## src/rtl/hub75_capture.sv

```systemverilog
// hub75_capture: snoops a HUB75 panel bus, rebuilds each latched row and streams it out with the
// bit plane decoded from the OE pulse width. Optional error counter: HUB75_CAPTURE_ERR_COUNT_EN.
module hub75_capture #(
   parameter int unsigned COLUMNS = 64,
   parameter int unsigned OE_UNIT = 4
) (
   input  logic       clk_in,
   input  logic       reset,
   input  logic       hub_clk,
   input  logic       hub_lat,
   input  logic       hub_oe,
   input  logic [3:0] hub_addr,
   input  logic [2:0] hub_rgb1,
   input  logic [2:0] hub_rgb2,
   output logic       wr_valid,
   input  logic       wr_ready,
   output logic [9:0] wr_addr,
   output logic [5:0] wr_data,
   output logic [2:0] wr_plane,
   output logic       overrun,
   output logic       framing_err,
   output logic [7:0] err_count
);

   typedef enum logic [1:0] {StIdle, StWaitOe, StMeasure, StDrain} state_e;

   localparam logic [6:0]  ColCount = 7'(COLUMNS);
   localparam logic [5:0]  LastCol  = 6'(COLUMNS - 1);
   localparam int unsigned Th1 = 2 * OE_UNIT;
   localparam int unsigned Th2 = 5 * OE_UNIT;
   localparam int unsigned Th3 = 12 * OE_UNIT;
   localparam int unsigned Th4 = 24 * OE_UNIT;
   localparam int unsigned Th5 = 48 * OE_UNIT;

   // Bus bits: {clk, lat, oe, addr[3:0], rgb2[2:0], rgb1[2:0]}
   logic [12:0] sync1_q, sync2_q;
   logic [2:0]  edge_q;
   logic        clk_rise, lat_rise, oe_rise, s_oe;
   logic [3:0]  s_addr;
   logic [5:0]  s_pix;

   state_e      state_q, state_d;
   logic [6:0]  shift_cnt_q, shift_cnt_cap;
   logic        cap_en, hold_load;
   logic [5:0]  shift_buf_q [COLUMNS];
   logic [5:0]  hold_buf_q [COLUMNS];
   logic [3:0]  row_q;
   logic [7:0]  width_q;
   logic [31:0] width_ext;
   logic [2:0]  plane_q, plane_dec;
   logic [5:0]  col_q;
   logic        overrun_q, framing_q;

   always_ff @(posedge clk_in) begin
      if (reset) begin
         sync1_q <= '0;
         sync2_q <= '0;
         edge_q  <= '0;
      end else begin
         sync1_q <= {hub_clk, hub_lat, hub_oe, hub_addr, hub_rgb2, hub_rgb1};
         sync2_q <= sync1_q;
         edge_q  <= sync2_q[12:10];
      end
   end

   assign clk_rise = sync2_q[12] & ~edge_q[2];
   assign lat_rise = sync2_q[11] & ~edge_q[1];
   assign oe_rise  = sync2_q[10] & ~edge_q[0];
   assign s_oe     = sync2_q[10];
   assign s_addr   = sync2_q[9:6];
   assign s_pix    = sync2_q[5:0];

   assign cap_en        = clk_rise && (shift_cnt_q < ColCount);
   assign shift_cnt_cap = cap_en ? shift_cnt_q + 7'd1 : shift_cnt_q;
   assign hold_load     = lat_rise && (state_q == StIdle);

   always_ff @(posedge clk_in) begin
      if (reset || lat_rise) begin
         shift_cnt_q <= '0;
      end else begin
         shift_cnt_q <= shift_cnt_cap;
      end
   end

   // A pixel arriving with the latch belongs to the row being latched.
   always_ff @(posedge clk_in) begin
      for (int i = 0; i < COLUMNS; i++) begin
         if (hold_load) begin
            hold_buf_q[i] <= (cap_en && shift_cnt_q == 7'(i)) ? s_pix : shift_buf_q[i];
         end
         if (lat_rise) begin
            shift_buf_q[i] <= '0;
         end else if (cap_en && shift_cnt_q == 7'(i)) begin
            shift_buf_q[i] <= s_pix;
         end
      end
   end

   always_ff @(posedge clk_in) begin
      if (reset) begin
         overrun_q <= 1'b0;
         framing_q <= 1'b0;
      end else begin
         overrun_q <= lat_rise && (state_q != StIdle);
         framing_q <= lat_rise && (shift_cnt_cap != ColCount);
      end
   end

   assign overrun     = overrun_q;
   assign framing_err = framing_q;

   always_ff @(posedge clk_in) begin
      if (reset) begin
         state_q <= StIdle;
      end else begin
         state_q <= state_d;
      end
   end

   always_comb begin
      state_d = state_q;
      case (state_q)
         StIdle:    if (lat_rise) state_d = StWaitOe;
         StWaitOe:  if (oe_rise) state_d = StMeasure;
         StMeasure: if (!s_oe) state_d = StDrain;
         StDrain:   if (wr_ready && col_q == LastCol) state_d = StIdle;
         default:   state_d = StIdle;
      endcase
   end

   assign width_ext = {24'd0, width_q};

   // Thresholds are the source-cycle bounds scaled by OE_UNIT, avoiding a divider.
   always_comb begin
      if (width_ext < Th1)      plane_dec = 3'd0;
      else if (width_ext < Th2) plane_dec = 3'd1;
      else if (width_ext < Th3) plane_dec = 3'd2;
      else if (width_ext < Th4) plane_dec = 3'd3;
      else if (width_ext < Th5) plane_dec = 3'd4;
      else                      plane_dec = 3'd5;
   end

   always_ff @(posedge clk_in) begin
      if (reset) begin
         row_q   <= '0;
         width_q <= '0;
         plane_q <= '0;
         col_q   <= '0;
      end else begin
         case (state_q)
            StWaitOe: begin
               if (oe_rise) begin
                  row_q   <= s_addr;
                  width_q <= 8'd1;
               end
            end
            StMeasure: begin
               if (s_oe) begin
                  if (width_q != 8'hff) width_q <= width_q + 8'd1;
               end else begin
                  plane_q <= plane_dec;
                  col_q   <= '0;
               end
            end
            StDrain: if (wr_ready) col_q <= col_q + 6'd1;
            default: ;
         endcase
      end
   end

   always_comb begin
      wr_valid = 1'b0;
      wr_addr  = '0;
      wr_data  = '0;
      wr_plane = '0;
      if (state_q == StDrain) begin
         wr_valid = 1'b1;
         wr_addr  = {row_q, col_q};
         wr_data  = hold_buf_q[LastCol - col_q];
         wr_plane = plane_q;
      end
   end

`ifdef HUB75_CAPTURE_ERR_COUNT_EN
   logic [7:0] err_count_q;

   always_ff @(posedge clk_in) begin
      if (reset) begin
         err_count_q <= '0;
      end else if ((overrun_q || framing_q) && err_count_q != 8'hff) begin
         err_count_q <= err_count_q + 8'd1;
      end
   end

   assign err_count = err_count_q;
`else
   assign err_count = 8'd0;
`endif

endmodule
```

## config.mk

```make
export PLATFORM = sky130hd
export DESIGN_NAME = hub75_capture
export DESIGN_NICKNAME = d
export VERILOG_FILES = /design/src/rtl/hub75_capture.sv
export SDC_FILE = /design/constraint.sdc
export NUM_CORES = 1
export LEC_CHECK = 0
export CAP_MARGIN = 20
export CORE_MARGIN = 4
export CORE_UTILIZATION = 45
export CTS_BUF_LIST = sky130_fd_sc_hd__clkbuf_4 sky130_fd_sc_hd__clkbuf_8 sky130_fd_sc_hd__clkbuf_16
export CTS_CLUSTER_DIAMETER = 100
export DETAILED_ROUTE_END_ITERATION = 6
export GPL_TIMING_DRIVEN = 0
export HOLD_SLACK_MARGIN = 0.12
export SLEW_MARGIN = 20
export SYNTH_ARGS = -nofsm -noshare
export SYNTH_HDL_FRONTEND = slang
export SYNTH_SLANG_ARGS = --single-unit
```

## constraint.sdc

```tcl
create_clock -name clk_in -period 43.8 [get_ports clk_in]
set_clock_uncertainty 0.05 [all_clocks]
set_input_delay 10.95 -clock clk_in [delete_from_list [all_inputs] [get_ports clk_in]]
set_output_delay 10.95 -clock clk_in [all_outputs]
set_load 0.02 [all_outputs]
```

==> flow_summary.ini <==
[outcome]
outcome = finished, final reports clean

[timing]
worstMarginPinSlew_ps = 1200
grt_setup_unrepaired = no
fin_crit_ps = 15680
slew_violations = 0
setup_viol = 0
fmax_mhz = 63.8
hold_violations = 0
relSlewSlack_pct = 19.7
fin_ws_ps = 28120
min_period_over_period_pct = 35.8
fin_setup_tns_ps = 0

[cts]
cts.path.max_buffers = 3
cts_tree = built
clkTransAtPathRegs_ps = 60
holdBufCountCts = 0
cts_root_buffer = clkbuf_16
ctsResizeCount = 0
post_cts_buffers = 0
cts.sinks = 829
cts_htree_levels = 3
cts_made_buffers = 89
clk_latency_ps = 650

[finish]
area_growth_pct = 14.1
utilization_pct = 51.7
multiInputGateArea_um2 = 10500
nNetsFinal = 2561
seq_area_um2 = 24300
fillers = 6556
layout-drive-gt1-share_pct = 27.9
final_area_um2 = 40900

[critical_path]
end_kind = output pin
worstSetupStartpointType = flop
worstReg2RegEnd = shift_buf_q[0][40]
cp.arrival_ps = 4680
cp_slowest_cell = clkbuf_1
crit_chain = buf_2 -> nand3_1 -> clkbuf_1 -> o221ai_1 -> a211oi_1 -> a21oi_1 -> a22o_1 -> clkdlybuf4s50_1
r2r_cells = 5
worstReg2RegStart = edge_q[1]
path_buf_inv = 3
cp.required_ps = 32800
criticalPathCategory = reg -> out
rrSetupSlack_ps = 40460
critical-path-top-delay-family = buffers and inverters
slowest_delay_ps = 860
path_max_fanout = 10

[worst_hold_path]
hold_end = sync2_q[9]
holdCritStartpoint = sync1_q[9]
hold_class = reg -> reg
whs_path_depth = 1

[pwr]
p_leak_nw = 12.3
ir_drop_mv = 0.0262
clockPowerShare_pct = 42.6
p_switching_w = 0.000393
p_int_w = 0.00136
sequentialPowerShare_pct = 51.9
combPwrFrac_pct = 5.5
p_per_area_nw_per_um2 = 42.9
p_sw_share_pct = 22.4

[drt]
drc = 0
vias = 21700
drt_pass1_iterations = 5
viasPerCell = 5.94
dr_wl_met3_um = 10500
ant_nets = 0
drt-met1-wl_um = 43300
drt_iter0_drc = 2994
wl_per_cell_um = 30.1
drt-total-wl_um = 110000
routed.top_layer = met4
dr_wl_met2_um = 51200

[yosys]
ys_types = 59
synth-main-ff-cell = edfxtp_1
syn_area_per_cell_um2 = 15.0
synthTopCellsByCount = 768 x edfxtp_1, 419 x nor2_1, 383 x mux2_2, 140 x nand2_1, 116 x clkbuf_1
yosysWarnings = 0
synthArstFlopShare_pct = 0
synth_seq_cells = 829
synthDominantCellAreaShare_pct = 64.4
syn_area_um2 = 35800
seq_area_frac_synth_pct = 67.8
yosysMostFrequentCell = edfxtp_1
synth_edf_count = 768
synth_cells = 2383
synth_largest_area_cell = edfxtp_1
synth.area.top_cells = edfxtp_1 64%, mux2_2 12%, nor2_1 4.4%

[place]
dp_hpwl_um = 76000
placed_area_um2 = 38000
place.gp.congestion = 0.953
dp_slack_ps = 29010
portBuffers = 36

[grt]
grt_pass1_wl_um = 155000
grt_max_degree = 29
antenna_found_initial = 8
grt_overflow_total = 0
grt_pass1_vias = 21400
grtUsageTotal_pct = 25.8

[die]
dieHeight_um = 290
rows = 103
start_util_pct = 45.3
dieWidth_um = 290
die_area_um2 = 84200
io_pins = 46
core-area_um2 = 79000

[job]
cap_viol_max_count = 0
==> sequential cells by signal (all words and copies together) (netlist names), 3 cells and up <==
signal and flops:
plane_q 3, col_q 6, edge_q 3, hold_buf_q 384
sync2_q 13, row_q 4, shift_cnt_q 7, width_q 8
shift_buf_q 384, sync1_q 13
==> placed cells by master (no fill, tap or decap), drive strengths merged, types with 16 or more instances in the layout <==
master / n
edfxtp: 768
nor2: 420
mux2: 385
clkbuf: 230
nand2: 150
buf: 115
mux4: 72
dfxtp: 61
mux2i: 55
clkinv: 40
nor2b: 37
clkdlybuf4s50: 36
a21oi: 27
and2: 22
a22o: 16
==> final cells by class <==
| type | count | share of cell area (%) |
|---|---|---|
| clock buffer | 111 | 6.04 |
| timing repair buffer | 54 | 1.89 |
| multi-input combinational | 1335 | 25.8 |
| buffer | 216 | 2.52 |
| inverter | 10 | 0.0918 |
| antenna | 5 | 0.0306 |
| clock inverter | 51 | 1.03 |
| tap | 1050 | 3.21 |
| sequential | 829 | 59.4 |
==> power by group through the flow <==
stage          Sequential [W]  Combinational [W]  Clock (W)
2_1_floorplan        0.000941          0.0000516          0
3_3_place_gp         0.000957          0.0000842          0
3_5_place_dp         0.000927          0.0000956          0
4_1_cts              0.000911          0.0000961   0.000754
5_1_grt              0.000913           0.000101   0.000788
6_report             0.000911          0.0000961   0.000748
==> metal layers <==
layer	vias to the layer above	global-route usage, %
met5	-	0
met4	0	10.8
met3	240	4.98
met2	1178	40.8
met1	11200	35.2
li1	9126	-
==> worst max-delay path by stage <==
stage,startpoint,end,slack [ps],depth (start not counted)
finish,col_q[2],wr_data[1],28120,8
global route,col_q[1],wr_data[0],28180,9
CTS,col_q[1],wr_data[5],28300,9
detailed placement,col_q[1],wr_data[5],29010,9
global placement,edge_q[1],hold_buf_q[27][2],17220,4
floorplan,edge_q[1],hold_buf_q[0][0],25910,4
==> per-stage QoR <==
stage	power, W	hold slack, ps	instances
after detailed placement	0.00102	379	3494
after global placement	0.00104	371	3476
after CTS	0.00176	393	3656
after floorplan	0.000993	364	2390
after global routing	0.00180	411	3656
final	0.00176	388	3661
==> cell families (layout without fill, tap and decap cells) <==
family | after synthesis | count (layout) | synth area share [%]
mux | 512 | 512 | 18.2
xor+xnor | 14 | 14 | 0.342
simple gates | 678 | 678 | 8.00
flops | 829 | 829 | 67.8
buf+inv | 226 | 442 | 2.93
other cells | 1 | 13 | 0.0105
fa+ha+maj | 10 | 10 | 0.349
compound gates | 113 | 113 | 2.35
No activity file was read; power rests on OpenSTA's default activity.
